==> src/rtl/input_port_ctrl.sv <==
// input_port_ctrl: per-input-port requester of the 5-port NoC router.
// Buffers incoming flits in a show-ahead FIFO, XY-routes each fixed-length
// packet from its head flit, holds a one-hot request to a single output
// arbiter and streams the packet whenever that arbiter grants this port.
module input_port_ctrl #(
  parameter int FLIT_W  = 32,
  parameter int COORD_W = 2,
  parameter int X_ID    = 1,
  parameter int Y_ID    = 1,
  parameter int DEPTH   = 8,
  parameter int PKT_LEN = 5
) (
  input  logic              clk,
  input  logic              rst_n,
  input  logic              in_valid_i,
  input  logic [FLIT_W-1:0] in_flit_i,
  output logic              in_ready_o,
  output logic [4:0]        req_o,
  input  logic [4:0]        grant_i,
  input  logic              out_ready_i,
  output logic              valid_o,
  output logic [FLIT_W-1:0] flit_o
);

  localparam int AW = $clog2(DEPTH);
  localparam int CW = $clog2(PKT_LEN);
  localparam logic [COORD_W-1:0] X_C  = COORD_W'(X_ID);
  localparam logic [COORD_W-1:0] Y_C  = COORD_W'(Y_ID);
  localparam logic [CW-1:0]      LAST = CW'(PKT_LEN - 1);

  // One-hot output directions: bit 0 N, 1 S, 2 E, 3 W, 4 L.
  localparam logic [4:0] DIR_N = 5'b00001;
  localparam logic [4:0] DIR_S = 5'b00010;
  localparam logic [4:0] DIR_E = 5'b00100;
  localparam logic [4:0] DIR_W = 5'b01000;
  localparam logic [4:0] DIR_L = 5'b10000;

  typedef enum logic [1:0] {
    ST_IDLE = 2'd0,
    ST_REQ  = 2'd1,
    ST_SEND = 2'd2
  } state_e;

  logic [FLIT_W-1:0]  mem_q [DEPTH];
  logic [AW:0]        wr_ptr_q, wr_ptr_d;
  logic [AW:0]        rd_ptr_q, rd_ptr_d;
  state_e             state_q, state_d;
  logic [4:0]         req_q, req_d;
  logic [CW-1:0]      cnt_q, cnt_d;

  logic               empty_s;
  logic               full_s;
  logic               push_s;
  logic [COORD_W-1:0] dx_s;
  logic [COORD_W-1:0] dy_s;
  logic [4:0]         route_oh_s;

  // FIFO status, handshakes and the show-ahead head flit.
  always_comb begin
    empty_s    = (wr_ptr_q == rd_ptr_q);
    full_s     = (wr_ptr_q[AW] != rd_ptr_q[AW]) &&
                 (wr_ptr_q[AW-1:0] == rd_ptr_q[AW-1:0]);
    in_ready_o = !full_s;
    push_s     = in_valid_i && !full_s;
    flit_o     = mem_q[rd_ptr_q[AW-1:0]];
    // req_q is zero in IDLE, so the grant match alone already excludes IDLE;
    // the state term keeps the intent explicit.
    valid_o    = (state_q != ST_IDLE) && (|(grant_i & req_q)) &&
                 !empty_s && out_ready_i;
    wr_ptr_d   = push_s  ? (wr_ptr_q + {{AW{1'b0}}, 1'b1}) : wr_ptr_q;
    rd_ptr_d   = valid_o ? (rd_ptr_q + {{AW{1'b0}}, 1'b1}) : rd_ptr_q;
  end

  // XY route decode of the flit at the FIFO head (X resolved before Y).
  always_comb begin
    dx_s = flit_o[COORD_W-1:0];
    dy_s = flit_o[2*COORD_W-1:COORD_W];
    if (dx_s > X_C) begin
      route_oh_s = DIR_E;
    end else if (dx_s < X_C) begin
      route_oh_s = DIR_W;
    end else if (dy_s > Y_C) begin
      route_oh_s = DIR_N;
    end else if (dy_s < Y_C) begin
      route_oh_s = DIR_S;
    end else begin
      route_oh_s = DIR_L;
    end
  end

  // Packet FSM next state: latch the route on leaving IDLE, count transfers,
  // drop the request after the last flit so IDLE always lasts one cycle.
  always_comb begin
    state_d = state_q;
    req_d   = req_q;
    cnt_d   = cnt_q;
    case (state_q)
      ST_IDLE: begin
        if (!empty_s) begin
          req_d   = route_oh_s;
          state_d = ST_REQ;
        end else begin
          req_d   = 5'b00000;
        end
      end
      ST_REQ: begin
        if (valid_o) begin
          cnt_d   = CW'(1);
          state_d = ST_SEND;
        end else begin
          state_d = ST_REQ;
        end
      end
      ST_SEND: begin
        if (valid_o && (cnt_q == LAST)) begin
          cnt_d   = {CW{1'b0}};
          req_d   = 5'b00000;
          state_d = ST_IDLE;
        end else if (valid_o) begin
          cnt_d   = cnt_q + CW'(1);
        end else begin
          cnt_d   = cnt_q;
        end
      end
      default: begin
        state_d = ST_IDLE;
        req_d   = 5'b00000;
        cnt_d   = {CW{1'b0}};
      end
    endcase
  end

  // Packet FSM, registered request and FIFO pointers.
  always_ff @(posedge clk or negedge rst_n) begin
    if (!rst_n) begin
      state_q  <= ST_IDLE;
      req_q    <= 5'b00000;
      cnt_q    <= {CW{1'b0}};
      wr_ptr_q <= {(AW+1){1'b0}};
      rd_ptr_q <= {(AW+1){1'b0}};
    end else begin
      state_q  <= state_d;
      req_q    <= req_d;
      cnt_q    <= cnt_d;
      wr_ptr_q <= wr_ptr_d;
      rd_ptr_q <= rd_ptr_d;
    end
  end

  // FIFO storage; cleared on reset so flit_o reads zero afterwards.
  always_ff @(posedge clk or negedge rst_n) begin
    if (!rst_n) begin
      for (int i = 0; i < DEPTH; i++) begin
        mem_q[i] <= {FLIT_W{1'b0}};
      end
    end else if (push_s) begin
      mem_q[wr_ptr_q[AW-1:0]] <= in_flit_i;
    end
  end

  assign req_o = req_q;

endmodule

==> config.mk <==
export PLATFORM = sky130hd
export DESIGN_NAME = input_port_ctrl
export DESIGN_NICKNAME = d
export VERILOG_FILES = /design/src/rtl/input_port_ctrl.sv
export SDC_FILE = /design/constraint.sdc
export NUM_CORES = 1
export LEC_CHECK = 0
export ABC_AREA = 1
export CAP_MARGIN = 20
export CELL_PAD_IN_SITES_DETAIL_PLACEMENT = 0
export CELL_PAD_IN_SITES_GLOBAL_PLACEMENT = 1
export CORE_MARGIN = 4
export CORE_UTILIZATION = 41
export DETAILED_ROUTE_END_ITERATION = 8
export PLACE_DENSITY_LB_ADDON = 0.1
export SYNTH_ARGS = -nofsm -noshare
export SYNTH_HDL_FRONTEND = slang
export SYNTH_SLANG_ARGS = --single-unit
==> constraint.sdc <==
create_clock -name clk -period 1.85 [get_ports clk]
set_input_delay 0.37 -clock clk [delete_from_list [all_inputs] [get_ports clk]]
set_output_delay 0.37 -clock clk [all_outputs]
set_load 0.02 [all_outputs]
After elaboration in Yosys (flattened, before gate mapping)
Index checks and enable logic that the tools add are counted.
Widths: inputs -> output; s select.
{"block": "classes", "order_cmp": 7, "eq_ne": 10, "n_addsub": 3, "mux": 21, "n_reduce_logical": 15, "bitwise": 5}
{"operator": "$bwmux 256", "count": 1}
{"operator": "$bmux 32 s3", "count": 1}
{"operator": "$demux 32 s3", "count": 1}
{"operator": "$mux 32", "count": 3}
{"operator": "$mux 5", "count": 6}
{"operator": "$pmux 5 s3", "count": 1}
{"operator": "$mux 3", "count": 3}
{"operator": "$pmux 3 s3", "count": 1}
{"operator": "$add 4x1->4 const B", "count": 2}
{"operator": "$ge 4x4->1 const B", "count": 2}
{"operator": "$not 3->4", "count": 2}
{"operator": "$logic_and 1x1->1", "count": 7}
{"operator": "$mux 2", "count": 3}
{"operator": "$ne 2x2->1 const B", "count": 3}
{"operator": "$pmux 2 s3", "count": 1}
{"operator": "$and 5x5->5", "count": 1}
{"operator": "$reduce_or 5->1", "count": 1}
{"operator": "$eq 4x4->1", "count": 1}
{"operator": "$gt 2x1->1 const B", "count": 2}
{"operator": "$lt 2x1->1 const B", "count": 2}
{"operator": "$lt 4x1->1 const B", "count": 1}
{"operator": "$reduce_and 2->1", "count": 2}
{"operator": "$add 3x1->3 const B", "count": 1}
{"operator": "$eq 3x3->1", "count": 1}
{"operator": "other kinds (10)", "count": 12}
{"block": "word_totals", "in_bits": 41, "output_inout_bits": 39, "elab_cells": 74, "regBits": 274}

Longest topological paths before layout
Gate-level depths: netlist of the first run.
{"block": "depth", "word_depth": 11, "mapped_depth": 12, "mapped_depth_nobuf": 11}

Least setup slack after synthesis of the first run
OpenSTA, ideal clock, no wires.
{"block": "synth_path", "path_type": "register to output", "startpoint": "reg rd_ptr_q[0]", "endpoint": "out flit_o[10]", "arrival_ps": 1753, "slack_ps": -273, "t_required_ps": 1480, "stages_incl_launch_ff": 9, "path_buffers": 3, "cell_sequence": "dfrtp_1 > inv_2 > buf_2 > buf_2 > clkbuf_1 > nor2_1 > o22ai_1 > nor2_1 > a31oi_1"}
{"block": "synth_between", "elab_chain_cells": 4}
{"item": "start, declared", "line_no": "46", "text": "logic [AW:0] rd_ptr_q, rd_ptr_d;"}
{"item": "start signal, assigned", "line_no": "140", "text": "rd_ptr_q <= {(AW+1){1'b0}};"}
{"item": "start signal, assigned", "line_no": "146", "text": "rd_ptr_q <= rd_ptr_d;"}
{"item": "$not 3->4 (not written as such)", "line_no": "65", "text": "flit_o = mem_q[rd_ptr_q[AW-1:0]];"}
{"item": "$bmux 32 s3", "line_no": "65"}
{"item": "$mux 32 (not written as such) (2 in series)", "line_no": "65"}
{"item": "end, declared", "line_no": "22", "text": "output logic [FLIT_W-1:0] flit_o"}
Every way passes these cells. The select of a mux whose other input is x is not followed.

Final worst setup path of the first run
{"block": "layout_path", "startpoint": "reg rd_ptr_q[0]", "endpoint": "out flit_o[3]"}
Same word-level chain as after synthesis.

==> results of run 1 <==
==> critical path, delay by kind of cell (launching register included) <==
family | cells | cell delay [ps]
compound gates | 2 | 170
simple gates | 3 | 220
buf+inv | 6 | 740
flops | 1 | 540
==> cell usage in the layout, fill, tap and decap left out, types with 7 or more instances in the layout <==
cell type,Yosys,final
sky130_fd_sc_hd__nand2_1,328,117
sky130_fd_sc_hd__o22ai_2,0,12
sky130_fd_sc_hd__clkbuf_16,0,46
sky130_fd_sc_hd__nand2_8,7,11
sky130_fd_sc_hd__a31oi_2,0,28
sky130_fd_sc_hd__nand3_1,14,12
sky130_fd_sc_hd__nor2_1,236,202
sky130_fd_sc_hd__clkbuf_8,0,9
sky130_fd_sc_hd__o21ai_0,336,82
sky130_fd_sc_hd__clkdlybuf4s50_1,0,44
sky130_fd_sc_hd__nand2_4,0,77
sky130_fd_sc_hd__o21ai_1,57,107
sky130_fd_sc_hd__inv_1,55,50
sky130_fd_sc_hd__buf_16,0,26
sky130_fd_sc_hd__nor2_2,1,24
sky130_fd_sc_hd__nand2_2,1,133
sky130_fd_sc_hd__o21ai_2,0,200
sky130_fd_sc_hd__buf_12,0,90
sky130_fd_sc_hd__dfrtp_1,274,272
sky130_fd_sc_hd__buf_6,22,31
sky130_fd_sc_hd__nor2_4,0,11
sky130_fd_sc_hd__buf_8,1,20
sky130_fd_sc_hd__o22ai_1,30,18
sky130_fd_sc_hd__ha_1,7,7
sky130_fd_sc_hd__buf_4,24,105
==> repair_timing <==
item,in CTS,in global routing
resized for setup,551,596
gates cloned,47,17
pin swaps,46,66
setup endpoints to repair,311,313
hold buffers,1,0
endpoints found under the hold margin,28,0
setup buffers,66,36
==> power groups by stage <==
stage               Combinational, µW  Sequential [µW]  Clock, µW
floorplan                        9360             9750          0
global placement                15300            10000          0
detailed placement              15500            10000          0
CTS                             20200            10200       6760
global route                    25100            11100       7050
finish                          23400            10900       6710
==> registers in the layout, indices dropped and copies added (netlist names) <==
signal / count
state_q: 2
req_o: 5
rd_ptr_q: 4
mem_q: 256
cnt_q: 3
wr_ptr_q: 4
==> worst max-delay path by stage <==
stage	startpoint	end	slack, ps	depth (start not counted)
4_1_cts	rd_ptr_q[0]$_DFFE_PN0P_	flit_o[3]	-710	11
3_5_place_dp	rd_ptr_q[1]$_DFFE_PN0P_	flit_o[26]	-610	7
2_1_floorplan	rd_ptr_q[0]$_DFFE_PN0P_	flit_o[30]	-9	7
6_report	rd_ptr_q[0]$_DFFE_PN0P_	flit_o[3]	-760	11
5_1_grt	rd_ptr_q[0]$_DFFE_PN0P_	flit_o[3]	-820	11
3_3_place_gp	rd_ptr_q[1]$_DFFE_PN0P_	flit_o[26]	-600	7
==> kinds of logic after synthesis <==
family | count (synthesis) | share of synthesized area, %
AOI/OAI and AO/OA | 454 | 18.7
xor gates and xnor gates | 6 | 0.418
adders and majority gates | 7 | 0.697
buffers and inverters | 157 | 6.96
DFF | 274 | 54.6
and+or+nand+nor | 588 | 18.7
==> final cells by class <==
class                      count  area share (%)
clock buffer                  45            4.46
clock inverter                12           0.929
inverter                      59            1.26
multi-input combinational   1057            34.2
sequential                   274            33.3
tap                          390            2.37
timing repair buffer         333            23.4
timing repair inverter         1           0.146
==> layer usage <==
layer,vias to the layer above,wire length [µm]
met4,0,1610
met3,103,2400
met5,-,0
met1,6091,20400
li1,5537,-
met2,355,23300
==> through the flow <==
step	total power [µW]	area, µm²	hold slack, ps
after floorplan	19100	12800	74.4
after global placement	25300	14900	277
after detailed placement	25500	14900	281
after CTS	37200	18800	291
after global routing	43200	20600	308
final	41000	20600	283
==> flow_results.xml, run 1 <==
<?xml version="1.0" encoding="UTF-8"?>
<metrics>
  <group name="run_status">
    <metric name="status" unit="">finished with violations</metric>
    <metric name="violations" unit="">negative setup slack</metric>
  </group>
  <group name="placed_design">
    <metric name="final_wtd_congestion" unit="">0.765</metric>
    <metric name="place_inst" unit="">1987</metric>
    <metric name="place_hpwl" unit="mm">21.9</metric>
    <metric name="place_ws" unit="ps">-611</metric>
    <metric name="portBuffers" unit="">79</metric>
  </group>
  <group name="floorplan">
    <metric name="die-height" unit="µm">183</metric>
    <metric name="die_w" unit="µm">183</metric>
    <metric name="dieArea" unit="mm²">0.0335</metric>
    <metric name="initial_core_util" unit="%">42.0</metric>
    <metric name="floorplan.core_area" unit="mm²">0.0300</metric>
    <metric name="ioPinCount" unit="">80</metric>
    <metric name="floorplan.rows" unit="">63</metric>
  </group>
  <group name="yosys">
    <metric name="netlist.top_cell.by_area" unit="">sky130_fd_sc_hd__dfrtp_1</metric>
    <metric name="postSynthAreaPerCell" unit="µm²">8.46</metric>
    <metric name="synth-seq-cells" unit="">274</metric>
    <metric name="netlist-cell-type-count" unit="">23</metric>
    <metric name="yosysSeqAreaShare" unit="%">54.6</metric>
    <metric name="synthCells" unit="">1486</metric>
    <metric name="ys_dominant_reg_cell" unit="">sky130_fd_sc_hd__dfrtp_1</metric>
    <metric name="synthTopCellsByArea" unit="">sky130_fd_sc_hd__dfrtp_1 (55%), sky130_fd_sc_hd__o21ai_0 (13%), sky130_fd_sc_hd__nand2_1 (9.8%), sky130_fd_sc_hd__nor2_1 (7.0%), sky130_fd_sc_hd__o21ai_1 (2.3%)</metric>
    <metric name="netlist_top_cells_count" unit="">sky130_fd_sc_hd__o21ai_0 (336), sky130_fd_sc_hd__nand2_1 (328), sky130_fd_sc_hd__dfrtp_1 (274)</metric>
    <metric name="synth_fp_nets" unit="">1534</metric>
    <metric name="async_flop_share" unit="%">100</metric>
    <metric name="synth-edff-count" unit="">0</metric>
    <metric name="synthesis.yosys.warnings" unit="">0</metric>
    <metric name="synth_largest_type_area_fraction" unit="%">54.6</metric>
    <metric name="yosysMostFrequentCell" unit="">sky130_fd_sc_hd__o21ai_0</metric>
    <metric name="mappedNetlistArea" unit="mm²">0.0126</metric>
  </group>
  <group name="power">
    <metric name="combinationalPowerShare" unit="%">57.1</metric>
    <metric name="worst_ir_drop_vdd" unit="µV">1260</metric>
    <metric name="power.share.clock" unit="%">16.4</metric>
    <metric name="p_leak" unit="µW">0.00931</metric>
    <metric name="power.switching_fraction" unit="%">41.2</metric>
    <metric name="power_per_cell_area" unit="mW/mm²">1990</metric>
    <metric name="pwr-share-seq" unit="%">26.5</metric>
    <metric name="power.net_switching" unit="µW">16900</metric>
    <metric name="p_int" unit="µW">24100</metric>
  </group>
  <group name="detailed_routing">
    <metric name="drt_first_iter_violations" unit="">801</metric>
    <metric name="route.vias.total" unit="">12100</metric>
    <metric name="drcViolationCount" unit="">0</metric>
    <metric name="routed_length_per_instance" unit="µm">22.0</metric>
    <metric name="avgViaCountPerCell" unit="">5.57</metric>
    <metric name="ant_nets" unit="">0</metric>
    <metric name="drt-pass1-iter-count" unit="">5</metric>
    <metric name="drt-total-wl" unit="mm">47.7</metric>
  </group>
  <group name="worst_setup_path">
    <metric name="endpoint_kind" unit="">output port</metric>
    <metric name="critPathLaunchType" unit="">flop</metric>
    <metric name="rrSetupSlack" unit="ps">-740</metric>
    <metric name="critical_path.reg2reg.startpoint" unit="">rd_ptr_q[0]$_DFFE_PN0P_</metric>
    <metric name="worst_ep_required_time" unit="ps">1480</metric>
    <metric name="crit_type" unit="">reg -&gt; out</metric>
    <metric name="timing.critical_path.fanout_max" unit="">7</metric>
    <metric name="r2r_path_end" unit="">mem_q[126]$_DFFE_PN0P_</metric>
    <metric name="worst_path_largest_cell_delay" unit="ps">540</metric>
    <metric name="slowest_stage" unit="">sky130_fd_sc_hd__dfrtp_4</metric>
    <metric name="cp.arrival" unit="ps">2240</metric>
    <metric name="crit_path_cell_trace" unit="">buf_6 -&gt; buf_12 -&gt; buf_16 -&gt; nor2_4 -&gt; nor2_1 -&gt; o21ai_1 -&gt; nand3_1 -&gt; o21ai_1 -&gt; buf_4 -&gt; inv_2 -&gt; buf_6</metric>
    <metric name="r2r.worst_path.cells" unit="">17</metric>
  </group>
  <group name="clock_network">
    <metric name="cts.htree.levels" unit="">1</metric>
    <metric name="cts.root.buffer_cell" unit="">sky130_fd_sc_hd__clkbuf_16</metric>
    <metric name="clock_pin_slew_of_the_registers_on_the_worst_case_setup_and_hold_paths" unit="ps">70</metric>
    <metric name="cts-buffers-inserted" unit="">31</metric>
    <metric name="clock_tree.buffer_depth" unit="">3</metric>
    <metric name="insertion_delay" unit="ps">570</metric>
    <metric name="tritoncts_clock_tree" unit="">built</metric>
    <metric name="clock-sinks" unit="">274</metric>
  </group>
  <group name="sta">
    <metric name="final-max-slew-violation-count" unit="">0</metric>
    <metric name="rsz_0062_raised_after_global_routing" unit="">yes</metric>
    <metric name="setup_total_negative_slack" unit="ps">-176870</metric>
    <metric name="timing.slew.headroom" unit="%">47.5</metric>
    <metric name="finalSetupViolations" unit="">313</metric>
    <metric name="hold_viol" unit="">0</metric>
    <metric name="worst_slew_pin_slew" unit="ps">785</metric>
    <metric name="maxClockFrequency" unit="MHz">383</metric>
    <metric name="period_utilization_post_route" unit="%">141</metric>
    <metric name="minimum_setup_slack_in_the_final_design" unit="ps">-762</metric>
    <metric name="fin_worst_skew" unit="ps">13.9</metric>
    <metric name="layout_min_cycle_time" unit="ps">2610</metric>
  </group>
  <group name="grt">
    <metric name="met2_usage" unit="%">41.9</metric>
    <metric name="grt_start_max_net_pins" unit="">68</metric>
    <metric name="overflow_left_after_global_routing" unit="">0</metric>
    <metric name="first_global_vias" unit="">11700</metric>
    <metric name="groute.layer.met3.usage" unit="%">3.85</metric>
    <metric name="grt_antenna_before_repair" unit="">0</metric>
    <metric name="grt_usage" unit="%">26.0</metric>
    <metric name="grt.met1_usage" unit="%">37.2</metric>
    <metric name="grt_busiest_layer" unit="">met2</metric>
    <metric name="grt_pass1_wl" unit="mm">69.1</metric>
  </group>
  <group name="flow_run">
    <metric name="max_cap_violations" unit="">0</metric>
  </group>
  <group name="final_layout">
    <metric name="fillers" unit="">2266</metric>
    <metric name="postLayoutCoreUtil" unit="%">68.8</metric>
    <metric name="ff_latch_area" unit="mm²">0.00686</metric>
    <metric name="final_cell_count_no_fill" unit="">2171</metric>
    <metric name="syn_to_layout_area_delta" unit="%">63.9</metric>
    <metric name="finalNetCount" unit="">1805</metric>
    <metric name="diodes" unit="">0</metric>
    <metric name="multiInputGateArea" unit="mm²">0.00704</metric>
    <metric name="post_route_cells_drive_above_1_share" unit="%">48.1</metric>
  </group>
  <group name="min_path">
    <metric name="min-delay-path-class" unit="">in -&gt; async</metric>
  </group>
</metrics>
(Power assumes the default switching activity.)
==> run 2, diff against run 1 <==
--- a/config.mk
+++ b/config.mk
@@ -11,6 +11,7 @@
 export CELL_PAD_IN_SITES_GLOBAL_PLACEMENT = 1
 export CORE_MARGIN = 4
 export CORE_UTILIZATION = 41
+export CTS_CLUSTER_SIZE = 25
 export DETAILED_ROUTE_END_ITERATION = 8
 export PLACE_DENSITY_LB_ADDON = 0.1
 export SYNTH_ARGS = -nofsm -noshare
==> results of run 2 <==
Same layout as run 1: the final DEF is identical, and so are final timing and power.
==> run 3, diff against run 2 <==
--- a/config.mk
+++ b/config.mk
@@ -13,7 +13,7 @@
 export CORE_UTILIZATION = 41
 export CTS_CLUSTER_SIZE = 25
 export DETAILED_ROUTE_END_ITERATION = 8
-export PLACE_DENSITY_LB_ADDON = 0.1
+export PLACE_DENSITY_LB_ADDON = 0.3
 export SYNTH_ARGS = -nofsm -noshare
 export SYNTH_HDL_FRONTEND = slang
 export SYNTH_SLANG_ARGS = --single-unit
==> run 3 against run 2 <==
Net effect: sequential share of layout area up 5.3 points; final cell count is 2.9% lower; utilization decreased by 9.4 points; the run still ends with negative setup slack left; register-to-register slack better by 210 ps; sequential power is 6% lower; worst setup slack better by 63 ps; clock power is 5.1% lower; wire length shrank 12%; die area is the same; via count is 5.8% lower; total power down 13%.
==> flow_results.xml, run 3 (synthesized netlist as in run 1, its figures left out) <==
<?xml version="1.0" encoding="UTF-8"?>
<metrics>
  <group name="run_status">
    <metric name="status" unit="">finished with violations</metric>
    <metric name="violations" unit="">negative setup slack</metric>
  </group>
  <group name="detailed_routing">
    <metric name="drcViolationCount" unit="">0</metric>
    <metric name="avgViaCountPerCell" unit="">5.40</metric>
    <metric name="drt-total-wl" unit="mm">42.1</metric>
    <metric name="drt_first_iter_violations" unit="">854</metric>
    <metric name="ant_nets" unit="">0</metric>
    <metric name="routed_length_per_instance" unit="µm">20.0</metric>
    <metric name="route.vias.total" unit="">11400</metric>
    <metric name="drt-pass1-iter-count" unit="">7</metric>
  </group>
  <group name="power">
    <metric name="p_leak" unit="µW">0.00829</metric>
    <metric name="power.net_switching" unit="µW">14400</metric>
    <metric name="power_per_cell_area" unit="mW/mm²">2000</metric>
    <metric name="p_int" unit="µW">21200</metric>
    <metric name="power.share.clock" unit="%">17.9</metric>
    <metric name="pwr-share-seq" unit="%">28.8</metric>
    <metric name="combinationalPowerShare" unit="%">53.3</metric>
    <metric name="power.switching_fraction" unit="%">40.5</metric>
    <metric name="worst_ir_drop_vdd" unit="µV">953</metric>
  </group>
  <group name="final_layout">
    <metric name="fillers" unit="">2628</metric>
    <metric name="finalNetCount" unit="">1741</metric>
    <metric name="final_cell_count_no_fill" unit="">2107</metric>
    <metric name="diodes" unit="">0</metric>
    <metric name="layout.cells.most_common_list" unit="">sky130_fd_sc_hd__nand2_1 (297), sky130_fd_sc_hd__dfrtp_1 (272), sky130_fd_sc_hd__o21ai_0 (216), sky130_fd_sc_hd__nor2_1 (206), sky130_fd_sc_hd__o21ai_1 (139)</metric>
    <metric name="final_cell_area" unit="mm²">0.0178</metric>
    <metric name="mostFrequentLayoutCell" unit="">sky130_fd_sc_hd__nand2_1</metric>
    <metric name="post_route_cells_drive_above_1_share" unit="%">25.2</metric>
    <metric name="largest_register" unit="">mem_q</metric>
    <metric name="flip_flop_count_of_the_largest_register_after_layout" unit="">256</metric>
    <metric name="syn_to_layout_area_delta" unit="%">41.4</metric>
  </group>
  <group name="sta">
    <metric name="timing.slew.headroom" unit="%">47.1</metric>
    <metric name="minimum_setup_slack_in_the_final_design" unit="ps">-699</metric>
    <metric name="rsz_0062_raised_after_global_routing" unit="">yes</metric>
    <metric name="fin_worst_skew" unit="ps">14.6</metric>
    <metric name="period_utilization_post_route" unit="%">138</metric>
    <metric name="worst_slew_pin_slew" unit="ps">791</metric>
    <metric name="layout_min_cycle_time" unit="ps">2550</metric>
    <metric name="finalSetupViolations" unit="">311</metric>
    <metric name="setup_total_negative_slack" unit="ps">-129100</metric>
    <metric name="maxClockFrequency" unit="MHz">392</metric>
    <metric name="hold_viol" unit="">0</metric>
    <metric name="final-max-slew-violation-count" unit="">0</metric>
  </group>
  <group name="grt">
    <metric name="overflow_left_after_global_routing" unit="">0</metric>
    <metric name="grt_usage" unit="%">22.1</metric>
    <metric name="grt_pass1_wl" unit="mm">60.6</metric>
    <metric name="first_global_vias" unit="">11000</metric>
    <metric name="grt_start_max_net_pins" unit="">61</metric>
    <metric name="grt_antenna_before_repair" unit="">1</metric>
  </group>
  <group name="worst_setup_path">
    <metric name="cp.arrival" unit="ps">2180</metric>
    <metric name="endpoint_kind" unit="">output port</metric>
    <metric name="r2r.worst_path.cells" unit="">15</metric>
    <metric name="critical_path.reg2reg.startpoint" unit="">rd_ptr_q[0]$_DFFE_PN0P_</metric>
    <metric name="rrSetupSlack" unit="ps">-530</metric>
    <metric name="worst_ep_required_time" unit="ps">1480</metric>
    <metric name="crit_type" unit="">reg -&gt; out</metric>
    <metric name="critPathLaunchType" unit="">flop</metric>
    <metric name="timing.critical_path.fanout_max" unit="">10</metric>
    <metric name="r2r_path_end" unit="">mem_q[78]$_DFFE_PN0P_</metric>
  </group>
  <group name="placed_design">
    <metric name="place_ws" unit="ps">-590</metric>
    <metric name="place_hpwl" unit="mm">21.1</metric>
    <metric name="dpl-instance-area" unit="mm²">0.0148</metric>
    <metric name="place_inst" unit="">1975</metric>
    <metric name="final_wtd_congestion" unit="">0.782</metric>
    <metric name="portBuffers" unit="">79</metric>
  </group>
  <group name="clock_network">
    <metric name="cts.root.buffer_cell" unit="">sky130_fd_sc_hd__clkbuf_16</metric>
    <metric name="tritoncts_clock_tree" unit="">built</metric>
    <metric name="clock-sinks" unit="">274</metric>
    <metric name="clock_tree.buffer_depth" unit="">3</metric>
    <metric name="clock_pin_slew_of_the_registers_on_the_worst_case_setup_and_hold_paths" unit="ps">60</metric>
    <metric name="cts-buffers-inserted" unit="">30</metric>
    <metric name="insertion_delay" unit="ps">560</metric>
    <metric name="cts.htree.levels" unit="">1</metric>
  </group>
  <group name="floorplan">
    <metric name="floorplan.rows" unit="">63</metric>
    <metric name="dieArea" unit="mm²">0.0335</metric>
    <metric name="die-height" unit="µm">183</metric>
    <metric name="ioPinCount" unit="">80</metric>
    <metric name="floorplan.core_area" unit="mm²">0.0300</metric>
    <metric name="initial_core_util" unit="%">42.0</metric>
    <metric name="die_w" unit="µm">183</metric>
  </group>
  <group name="flow_run">
    <metric name="max_cap_violations" unit="">0</metric>
  </group>
  <group name="min_path">
    <metric name="min-delay-path-class" unit="">in -&gt; async</metric>
  </group>
</metrics>
[run 3: cell types whose count changed in the layout (fill, tap and decap cells not counted), moves of 7 or more]
cell / delta
sky130_fd_sc_hd__buf_12: -37
sky130_fd_sc_hd__buf_8: -14
sky130_fd_sc_hd__buf_16: -11
sky130_fd_sc_hd__o21ai_0: +134
sky130_fd_sc_hd__o21ai_1: +32
sky130_fd_sc_hd__nand2_1: +180
sky130_fd_sc_hd__buf_6: -10
sky130_fd_sc_hd__nand2_4: -74
sky130_fd_sc_hd__nand2_2: -105
sky130_fd_sc_hd__o21ai_2: -164
sky130_fd_sc_hd__o22ai_1: +7
sky130_fd_sc_hd__o22ai_2: -7
[run 3: cell type report]
type	instances	area, µm²	area share [%]
clock buffer	44	925	5.20
clock inverter	12	138	0.774
inverter	59	239	1.34
multi-input combinational	1057	5480	30.8
sequential	274	6860	38.6
tap	390	488	2.75
timing repair buffer	271	3650	20.5
[run 3: what timing repair did]
item	in CTS	in global routing
setup endpoints to repair	310	312
hold endpoints to repair	48	0
cloned	18	28
buffers inserted	26	6
hold buffers	1	0
pin swaps	37	41
gates resized for setup	294	170
[run 3: power by group through the flow]
stage | clock (µW) | combinational [µW] | sequential, µW
5_1_grt | 6700 | 20600 | 10600
4_1_cts | 6450 | 17300 | 10100
3_3_place_gp | 0 | 15000 | 10000
3_5_place_dp | 0 | 15200 | 10000
2_1_floorplan | 0 | 9360 | 9750
6_report | 6370 | 19000 | 10300
[run 3: worst max-delay path by stage]
stage                             from    endpoint  slack, ps  cells after the start
4_1_cts        rd_ptr_q[0]$_DFFE_PN0P_  flit_o[31]       -720                      7
6_report       rd_ptr_q[0]$_DFFE_PN0P_  flit_o[31]       -700                      7
3_5_place_dp   rd_ptr_q[0]$_DFFE_PN0P_   flit_o[3]       -590                      8
3_3_place_gp   rd_ptr_q[0]$_DFFE_PN0P_  flit_o[13]       -570                      7
5_1_grt        rd_ptr_q[0]$_DFFE_PN0P_   flit_o[3]       -800                      8
2_1_floorplan  rd_ptr_q[0]$_DFFE_PN0P_  flit_o[30]         -9                      7
[run 3: through the flow]
step | hold slack (ps) | power, µW | util, %
3_5_place_dp | 279 | 25300 | 49.3
5_1_grt | 314 | 37900 | 59.3
6_report | 286 | 35600 | 59.3
2_1_floorplan | 74.4 | 19100 | -
3_3_place_gp | 277 | 25000 | 49.3
4_1_cts | 288 | 33800 | 56.1
[run 3: worst max-delay path, cell delays in order, from the launching register on]
cell                       delay, ps
sky130_fd_sc_hd__dfrtp_4         590
sky130_fd_sc_hd__clkinv_8        130
sky130_fd_sc_hd__buf_16          160
sky130_fd_sc_hd__o21ai_0          90
sky130_fd_sc_hd__o22ai_1         150
sky130_fd_sc_hd__nor2_1           70
sky130_fd_sc_hd__a31oi_2         230
sky130_fd_sc_hd__buf_4           190
[run 3: routing by layer]
layer,track usage [%],up-vias,share of wire (%),wire length (µm)
met5,0,-,0,0
met4,5.90,0,3.2,1360
met3,2.90,90,5.9,2470
met2,35.7,391,47,19600
met1,31.9,5532,44,18700
li1,-,5370,-,-
